--- config.mk ---
export PLATFORM = sky130hd
export DESIGN_NAME = serial_addsub
export DESIGN_NICKNAME = d
export VERILOG_FILES = /design/src/rtl/serial_addsub_pkg.sv /design/src/rtl/serial_addsub_slice.sv /design/src/rtl/serial_addsub.sv
export SDC_FILE = /design/constraint.sdc
export NUM_CORES = 1
export LEC_CHECK = 0
export CAP_MARGIN = 20
export CORE_MARGIN = 2
export CORE_UTILIZATION = 30
export DETAILED_ROUTE_END_ITERATION = 10
export GPL_TIMING_DRIVEN = 0
export SLEW_MARGIN = 25
export SYNTH_ARGS = -nofsm -noshare
export SYNTH_HDL_FRONTEND = slang
export SYNTH_HIERARCHICAL = 1
export SYNTH_SLANG_ARGS = --single-unit
--- constraint.sdc ---
create_clock -name clk -period 1.8 [get_ports clk]
set_clock_uncertainty 0.1 [all_clocks]
set_input_delay 0.36 -clock clk [delete_from_list [all_inputs] [get_ports clk]]
set_output_delay 0.36 -clock clk [all_outputs]
set_load 0.01 [all_outputs]
--- src/rtl/serial_addsub_pkg.sv ---
// serial_addsub_pkg
// Shared definitions for the digit-serial adder/subtractor:
//   state_t            FSM encoding (IDLE, RUN, DONE)
//   MODE_ADD/MODE_SUB  values of the 'sub' input
//   calc_n/calc_cnt_w  derive the digit count and counter width
//   N, CNT_W           values for the default 8-bit, 1-bit-digit build
package serial_addsub_pkg;

  typedef enum logic [1:0] {
    IDLE = 2'd0,
    RUN  = 2'd1,
    DONE = 2'd2
  } state_t;

  localparam logic MODE_ADD = 1'b0;
  localparam logic MODE_SUB = 1'b1;

  // Number of processing cycles for an operation; guarded so a bad DIGIT
  // reaches the elaboration check instead of dividing by zero.
  function automatic int calc_n(input int width, input int digit);
    return (digit > 0) ? (width / digit) : 1;
  endfunction

  // Counter needs to reach n-1; a single-digit operation still gets one bit.
  function automatic int calc_cnt_w(input int n);
    return (n <= 2) ? 1 : $clog2(n);
  endfunction

  localparam int DEFAULT_WIDTH = 8;
  localparam int DEFAULT_DIGIT = 1;
  localparam int N     = calc_n(DEFAULT_WIDTH, DEFAULT_DIGIT);
  localparam int CNT_W = calc_cnt_w(N);

endpackage

--- src/rtl/serial_addsub_slice.sv ---
// addsub_slice
// Combinational DIGIT-bit ripple of full-adder cells.
//   x, y      operand digits
//   cin       carry into bit 0
//   s         digit sum
//   cout      carry out of the top bit
//   c_msb_in  carry into the top bit (pairs with cout for signed overflow)
module addsub_slice #(
  parameter int DIGIT = 1
) (
  input  logic [DIGIT-1:0] x,
  input  logic [DIGIT-1:0] y,
  input  logic             cin,
  output logic [DIGIT-1:0] s,
  output logic             cout,
  output logic             c_msb_in
);

  logic [DIGIT:0] carry_chain;

  // Classic ripple: each cell consumes the carry produced by the cell below.
  always_comb begin
    carry_chain    = '0;
    s              = '0;
    carry_chain[0] = cin;
    for (int i = 0; i < DIGIT; i++) begin
      s[i]             = x[i] ^ y[i] ^ carry_chain[i];
      carry_chain[i+1] = (x[i] & y[i]) | (carry_chain[i] & (x[i] ^ y[i]));
    end
  end

  assign cout     = carry_chain[DIGIT];
  assign c_msb_in = carry_chain[DIGIT-1];

endmodule

--- src/rtl/serial_addsub.sv ---
// serial_addsub
// Multi-cycle adder/subtractor processing DIGIT bits per clock, LSB first.
// Subtraction is a + ~b + 1, done by inverting B and seeding the carry.
//   clk, rst        clock, asynchronous active-high reset
//   start, sub      request an operation (sampled in IDLE/DONE), 1 = a-b
//   a, b            operands, sampled with start
//   busy            operation in progress
//   done            one-cycle result-valid pulse
//   sum, cout       result and carry (1 = no borrow when subtracting)
//   overflow        two's-complement overflow
// Results only update on the final digit, so partial sums never show.
module serial_addsub
  import serial_addsub_pkg::*;
#(
  parameter int WIDTH = 8,
  parameter int DIGIT = 1
) (
  input  logic             clk,
  input  logic             rst,
  input  logic             start,
  input  logic             sub,
  input  logic [WIDTH-1:0] a,
  input  logic [WIDTH-1:0] b,
  output logic             busy,
  output logic             done,
  output logic [WIDTH-1:0] sum,
  output logic             cout,
  output logic             overflow
);

  localparam int NUM_DIGITS = calc_n(WIDTH, DIGIT);
  localparam int CNT_WIDTH  = calc_cnt_w(NUM_DIGITS);
  localparam logic [CNT_WIDTH-1:0] LAST_CNT = CNT_WIDTH'(NUM_DIGITS - 1);

  if (WIDTH < 2 || DIGIT < 1 || (WIDTH % DIGIT) != 0) begin : g_bad_params
    $error("serial_addsub: WIDTH must be >= 2 and divisible by DIGIT");
  end

  state_t state, state_next;

  logic [WIDTH-1:0]     a_reg;
  logic [WIDTH-1:0]     b_reg;
  logic [WIDTH-1:0]     res_reg;
  logic [WIDTH-1:0]     res_next;
  logic [WIDTH-1:0]     sum_q;
  logic                 carry;
  logic                 cout_q;
  logic                 ovf_q;
  logic [CNT_WIDTH-1:0] cnt;

  logic [DIGIT-1:0]     slice_s;
  logic                 slice_cout;
  logic                 slice_c_msb;
  logic                 last_digit;
  logic                 accept;

  addsub_slice #(
    .DIGIT(DIGIT)
  ) u_slice (
    .x        (a_reg[DIGIT-1:0]),
    .y        (b_reg[DIGIT-1:0]),
    .cin      (carry),
    .s        (slice_s),
    .cout     (slice_cout),
    .c_msb_in (slice_c_msb)
  );

  assign last_digit = (cnt == LAST_CNT);
  assign accept     = start && (state == IDLE || state == DONE);

  // New digits enter from the MSB side, so after N shifts the first digit
  // has walked down to bit 0. A single-digit build has nothing to shift.
  if (DIGIT == WIDTH) begin : g_single_digit
    assign res_next = slice_s;
  end else begin : g_multi_digit
    assign res_next = {slice_s, res_reg[WIDTH-1:DIGIT]};
  end

  // State register.
  always_ff @(posedge clk or posedge rst) begin
    if (rst) begin
      state <= IDLE;
    end else begin
      state <= state_next;
    end
  end

  // Next-state logic. DONE can go straight back to RUN for back-to-back use.
  always_comb begin
    state_next = state;
    case (state)
      IDLE:    state_next = start ? RUN : IDLE;
      RUN:     state_next = last_digit ? DONE : RUN;
      DONE:    state_next = start ? RUN : IDLE;
      default: state_next = IDLE;
    endcase
  end

  // Outputs decoded from state.
  always_comb begin
    busy = (state == RUN);
    done = (state == DONE);
  end

  // Datapath: load on acceptance, shift one digit per RUN cycle, publish the
  // result only on the last digit. Overflow uses the carry into the word's
  // MSB, which on the last digit is the slice's top-bit carry-in.
  always_ff @(posedge clk or posedge rst) begin
    if (rst) begin
      a_reg   <= '0;
      b_reg   <= '0;
      res_reg <= '0;
      carry   <= 1'b0;
      cnt     <= '0;
      sum_q   <= '0;
      cout_q  <= 1'b0;
      ovf_q   <= 1'b0;
    end else if (accept) begin
      a_reg <= a;
      b_reg <= (sub == MODE_SUB) ? ~b : b;
      carry <= (sub == MODE_SUB);
      cnt   <= '0;
    end else if (state == RUN) begin
      a_reg   <= a_reg >> DIGIT;
      b_reg   <= b_reg >> DIGIT;
      res_reg <= res_next;
      carry   <= slice_cout;
      cnt     <= cnt + CNT_WIDTH'(1);
      if (last_digit) begin
        sum_q  <= res_next;
        cout_q <= slice_cout;
        ovf_q  <= slice_cout ^ slice_c_msb;
      end
    end
  end

  assign sum      = sum_q;
  assign cout     = cout_q;
  assign overflow = ovf_q;

endmodule

# Word level (Yosys, flattened, before mapping)
# Index checks and enable logic that the tools add are counted.
# W data, S select, Z words.
# word_totals
regBits	40
output_inout_bits	12
input_bits	20
word_cells	40
# classes
n_addsub	1
eq_ne	3
bitwise	8
mux	12
n_reduce_logical	7
# ops
cell	n
$mux W8	5
$not A8 Y8	1
$mux W3	2
$pmux W2 S2	1
$add A3 B1 Y3 const B	1
$eq A3 B3 Y1 const B	1
$mux W1	3
$reduce_and A3 Y1	1
$xor A1 B1 Y1	3
$and A1 B1 Y1	2
$eq A2 B1 Y1 const B	1
$eq A2 B2 Y1 const B	1
$logic_not A2 Y1	1
$mux W2	1
$reduce_and A2 Y1	1
$reduce_bool A2 Y1	1
$reduce_or A2 Y1	1
$logic_and A1 B1 Y1	1
$logic_or A1 B1 Y1	1
$not A1 Y1	1
$or A1 B1 Y1	1

# Logic depth before layout (Yosys ltp)
# depth
depth_word	5
depth_mapped	6
mapped_depth_nobuf	5

# Modules after synthesis
# Netlist, hierarchy kept.
# modules_own_cells
module	seq_area_each_um2	cells_each	area_each_um2	instances
serial_addsub	975.9	151	1647.8	1
addsub_slice	0.0	2	27.5	1

# Worst setup path after synthesis
# Ideal clock, no wire load.
# synth_timing
kind	register to register
from	register cnt[0]
to	register cout_q (netlist: cout)
stages_incl_launch_ff	6
synth_period_minus_slack_ps	1621
n_path_buf	1
setup_slack_ps	179
required_time_ps	1572
t_arrival_ps	1393
setup_time_ps	128
path_cell_list	dfrtp_1 -> ha_1 -> ha_1 -> nand3b_1 -> buf_2 -> mux2_1
# synth_via
elab_chain_cells	2
# synth_rtl
item	line_no	text
start, declared	serial_addsub.sv:49	logic [CNT_WIDTH-1:0] cnt;
start signal, assigned	serial_addsub.sv:128	cnt <= cnt + CNT_WIDTH'(1);
$eq A3 B3 Y1	serial_addsub.sv:68	assign last_digit = (cnt == LAST_CNT);
$reduce_and A3 Y1 (no source line)	--	
end signal, assigned	serial_addsub.sv:131	cout_q <= slice_cout;
end, declared	serial_addsub.sv:47	logic cout_q;
# No other way between the ends.
# A chain may end at the register's enable or synchronous reset.

# Final worst setup path
# layout_timing
from	register cnt[0]
to	register sum_q[1] (netlist: sum[1])
# layout_via
elab_chain_cells	2
# layout_rtl
item	line_no	text
$eq A3 B3 Y1	serial_addsub.sv:68	
$reduce_and A3 Y1 (no source line)	--	
end signal, assigned	serial_addsub.sv:130	sum_q <= res_next;
end, declared	serial_addsub.sv:45	logic [WIDTH-1:0] sum_q;
# No other way between the ends.

==> reports/metrics.csv <==
stage,metric,value,unit
critical_path,Setup crit end kind,flip-flop,
final_layout,fillers,535,
sta,relative slew slack,0.649,
critical_path,critical path's slowest cell,dfrtp_1,
critical_path,CP max stage delay,0.40,ns
place,HPWL after DPL,2330,um
detailed_routing,Routed WL,3440,um
yosys,Post-Syn Nets,176,
sta,fmax,585,MHz
sta,worst slew pin tran,0.526,ns
job,Max Cap Viol,0,
critical_path,Bufs and invs on worst path,1,
critical_path,Worst path depth,5,
global_routing,number of global-route vias before repair,1200,
final_layout,design area,2220,sq um
yosys,Netlist cell types,26,
final_layout,Seq. cell area,977,sq um
sta,Final Slew Violations,0,
critical_path,RR Endpoint,sum[1]$_DFFE_PP0P_,
power,Max IR drop VDD,523,uV
global_routing,initial antenna violation count,0,
yosys,Avg Inst Size Synth,11.0,sq um
sta,worst hold slack,0.274,ns
critical_path,crit path DAT,1.79,ns
critical_path,"Worst Path Class, Setup",flip-flop to flip-flop,
critical_path,Critical Path Start,cnt[0]$_DFFE_PP0P_,
yosys,Netlist Area Pre-Place,1680,sq um
place,placement-stage cell area,2090,sq um
floorplan,initial core utilization,0.308,
place,placed cell count,256,
detailed_routing,DR DRC count,0,
detailed_routing,Antenna Nets Post-Route,0,
critical_path,end point of the critical path,sum[1]$_DFFE_PP0P_,
cts,Root Buffer,clkbuf_8,
detailed_routing,1st-iter DRT viols,49,
cts,CTS max path bufs,2,
detailed_routing,total number of vias,1227,
sta,final hold vios,0,
critical_path,CP startpoint kind,flip-flop,
detailed_routing,Vias/cell,4.65,
global_routing,GRT Residual Overflow,0,
cts,CTS tree,done,
critical_path,"delay-heaviest family, CP",flip-flops,
power,P per Cell Area,1690,nW/um^2
cts,Inserted Clock Buffers,5,
place,# port buffers,30,
sta,crit path time final,1.71,ns
critical_path,R2R Path Start,cnt[0]$_DFFE_PP0P_,
cts,clock sink count,39,
yosys,sequential-to-total area share from yosys stat,0.583,
cts,Worst-path clk slew,0.08,ns
place,global placement routability congestion,0.757,
sta,Tcrit/Tclk final,0.950,
critical_path,crit path max fanout,10,
critical_path,reg2reg path depth,5,
detailed_routing,WL/cell,13.0,um
cts,H-tree level count,2,
critical_path,worst-path cell chain,"ha_1, ha_1, nand3b_1, buf_4, mux2_1",
final_layout,layout cells sized above 1,0.115,
power,leakage,1.02,nW
final_layout,"Area growth, synth to finish",32.8,%
floorplan,die area,6200,sq um
global_routing,largest net degree at the start of global routing,24,
cts,clk_lat worst skew,0.29,ns
min_path,class of the most critical hold timing path,input port to asynchronous set/reset pin,
floorplan,Die Y,78.7,um
floorplan,Die Width,78.7,um
sta,endpoints failing setup,0,
power,total power,3.76,mW
global_routing,first-pass GRT wire length,5840,um
final_layout,Final Util,0.409,
critical_path,most used cell along the critical path,ha_1,
yosys,Synth Instances,153,
floorplan,cell row count,27,
cts,hold_buf cts,0,
floorplan,Top Ports,32,
final_layout,Nets,214,
final_layout,n_diodes,0,
yosys,number of synthesized register bits,39,
detailed_routing,DRT Pass-1 Iters,4,
yosys,Syn. warnings,6,
final_layout,Non-Filler Instances,264,
outcome,run status,completed,
floorplan,core area,5440,sq um
critical_path,flop2flop setup slack,0.09,ns
global_routing,GRT Total Usage,0.122,
final_layout,area of the multi-input gates,646,sq um
sta,RSZ-0062 raised after global routing,no,
critical_path,Worst EP required,1.88,ns
[worst min path at each step]
stage                     cells after the start                     end                   start  slack (ns)
after floorplan                               2  res_reg[1]$_DFFE_PP0P_  res_reg[1]$_DFFE_PP0P_        0.34
after global placement                        2  res_reg[1]$_DFFE_PP0P_  res_reg[1]$_DFFE_PP0P_        0.36
after detailed placement                      2  res_reg[1]$_DFFE_PP0P_  res_reg[1]$_DFFE_PP0P_        0.36
after CTS                                     2  res_reg[3]$_DFFE_PP0P_                     rst        0.28
after global routing                          2      sum[2]$_DFFE_PP0P_                     rst        0.31
final                                         2  res_reg[3]$_DFFE_PP0P_                     rst        0.27
[Yosys cell counts]
master | n | area [sq um]
dfrtp_1 | 39 | 976
nand2_1 | 35 | 131
nand3_1 | 8 | 40.0
nor2_1 | 8 | 30.0
a22oi_1 | 7 | 52.6
mux2_1 | 7 | 78.8
xnor2_1 | 5 | 43.8
a221o_1 | 4 | 40.0
a22o_1 | 4 | 35.0
buf_2 | 4 | 20.0
clkbuf_1 | 4 | 15.0
xor2_1 | 4 | 35.0
a31oi_1 | 3 | 18.8
o21ai_0 | 3 | 15.0
buf_4 | 2 | 15.0
ha_1 | 2 | 25.0
inv_1 | 2 | 7.51
mux2_2 | 2 | 22.5
nand2b_1 | 2 | 12.5
nor2b_1 | 2 | 12.5
fa_1 | 1 | 20.0
inv_2 | 1 | 3.75
nand3b_1 | 1 | 7.51
nor2_2 | 1 | 6.26
nor3_1 | 1 | 5.00
o22ai_1 | 1 | 6.26
[power breakdown]
group	switching (mW)	internal, mW
combinational	0.736	0.740
clock	0.302	0.449
sequential	0.250	1.29
[cell usage in the layout, fill, tap and decap left out, types with 3 or more instances in the layout]
cell type         n
dfrtp_1          38
nand2_1          35
clkdlybuf4s50_1  28
nor2_1            8
nand3_1           8
mux2_1            7
a22oi_1           7
clkbuf_8          6
xnor2_1           5
buf_4             4
clkbuf_1          4
xor2_1            4
a22o_1            4
a221o_1           4
a31oi_1           3
o21ai_0           3
[final cells by class]
cell class              instances  area share
clock inverters                 2      0.0157
multi-input cells             101       0.290
clock buffers                   6      0.0371
flip-flops and latches         39       0.439
well taps                      72      0.0405
inverters                       3     0.00619
repair buffers                 32       0.150
plain buffers                   9      0.0214
[per-layer routing]
layer | routed length (um) | share of wire | GRT usage | up-vias
li1 | - | - | - | 594
met1 | 1700 | 0.49 | 0.156 | 593
met2 | 1520 | 0.44 | 0.196 | 32
met3 | 170 | 0.049 | 0.0352 | 8
met4 | 55 | 0.016 | 0.0474 | 0
met5 | 0 | 0 | 0 | -
[stage by stage]
stage	setup slack, ns	TNS [ns]
final	0.0895	0
after global routing	0.0104	0
after CTS	0.00487	0
after detailed placement	-0.239	-0.887
after global placement	-0.431	-17.62
after floorplan	0.179	0
[repair_timing]
item | 4_1_cts | 5_1_grt
setup endpoints to repair | 2 | 7
gates cloned | 0 | 0
setup buffers | 1 | 0
gates resized for setup | 6 | 2
[cells by family (layout without fill, tap and decap cells)]
| logic type | count (synthesis) | in the layout | share of synthesized area |
|---|---|---|---|
| muxes | 9 | 9 | 0.0605 |
| xor gates and xnor gates | 9 | 9 | 0.0470 |
| DFF | 39 | 39 | 0.583 |
| and+or+nand+nor | 58 | 58 | 0.146 |
| AOI/OAI and AO/OA | 22 | 22 | 0.100 |
| adders and majority gates | 3 | 3 | 0.0269 |
| buffers and inverters | 13 | 52 | 0.0366 |
No activity file was read; power rests on OpenSTA's default activity.
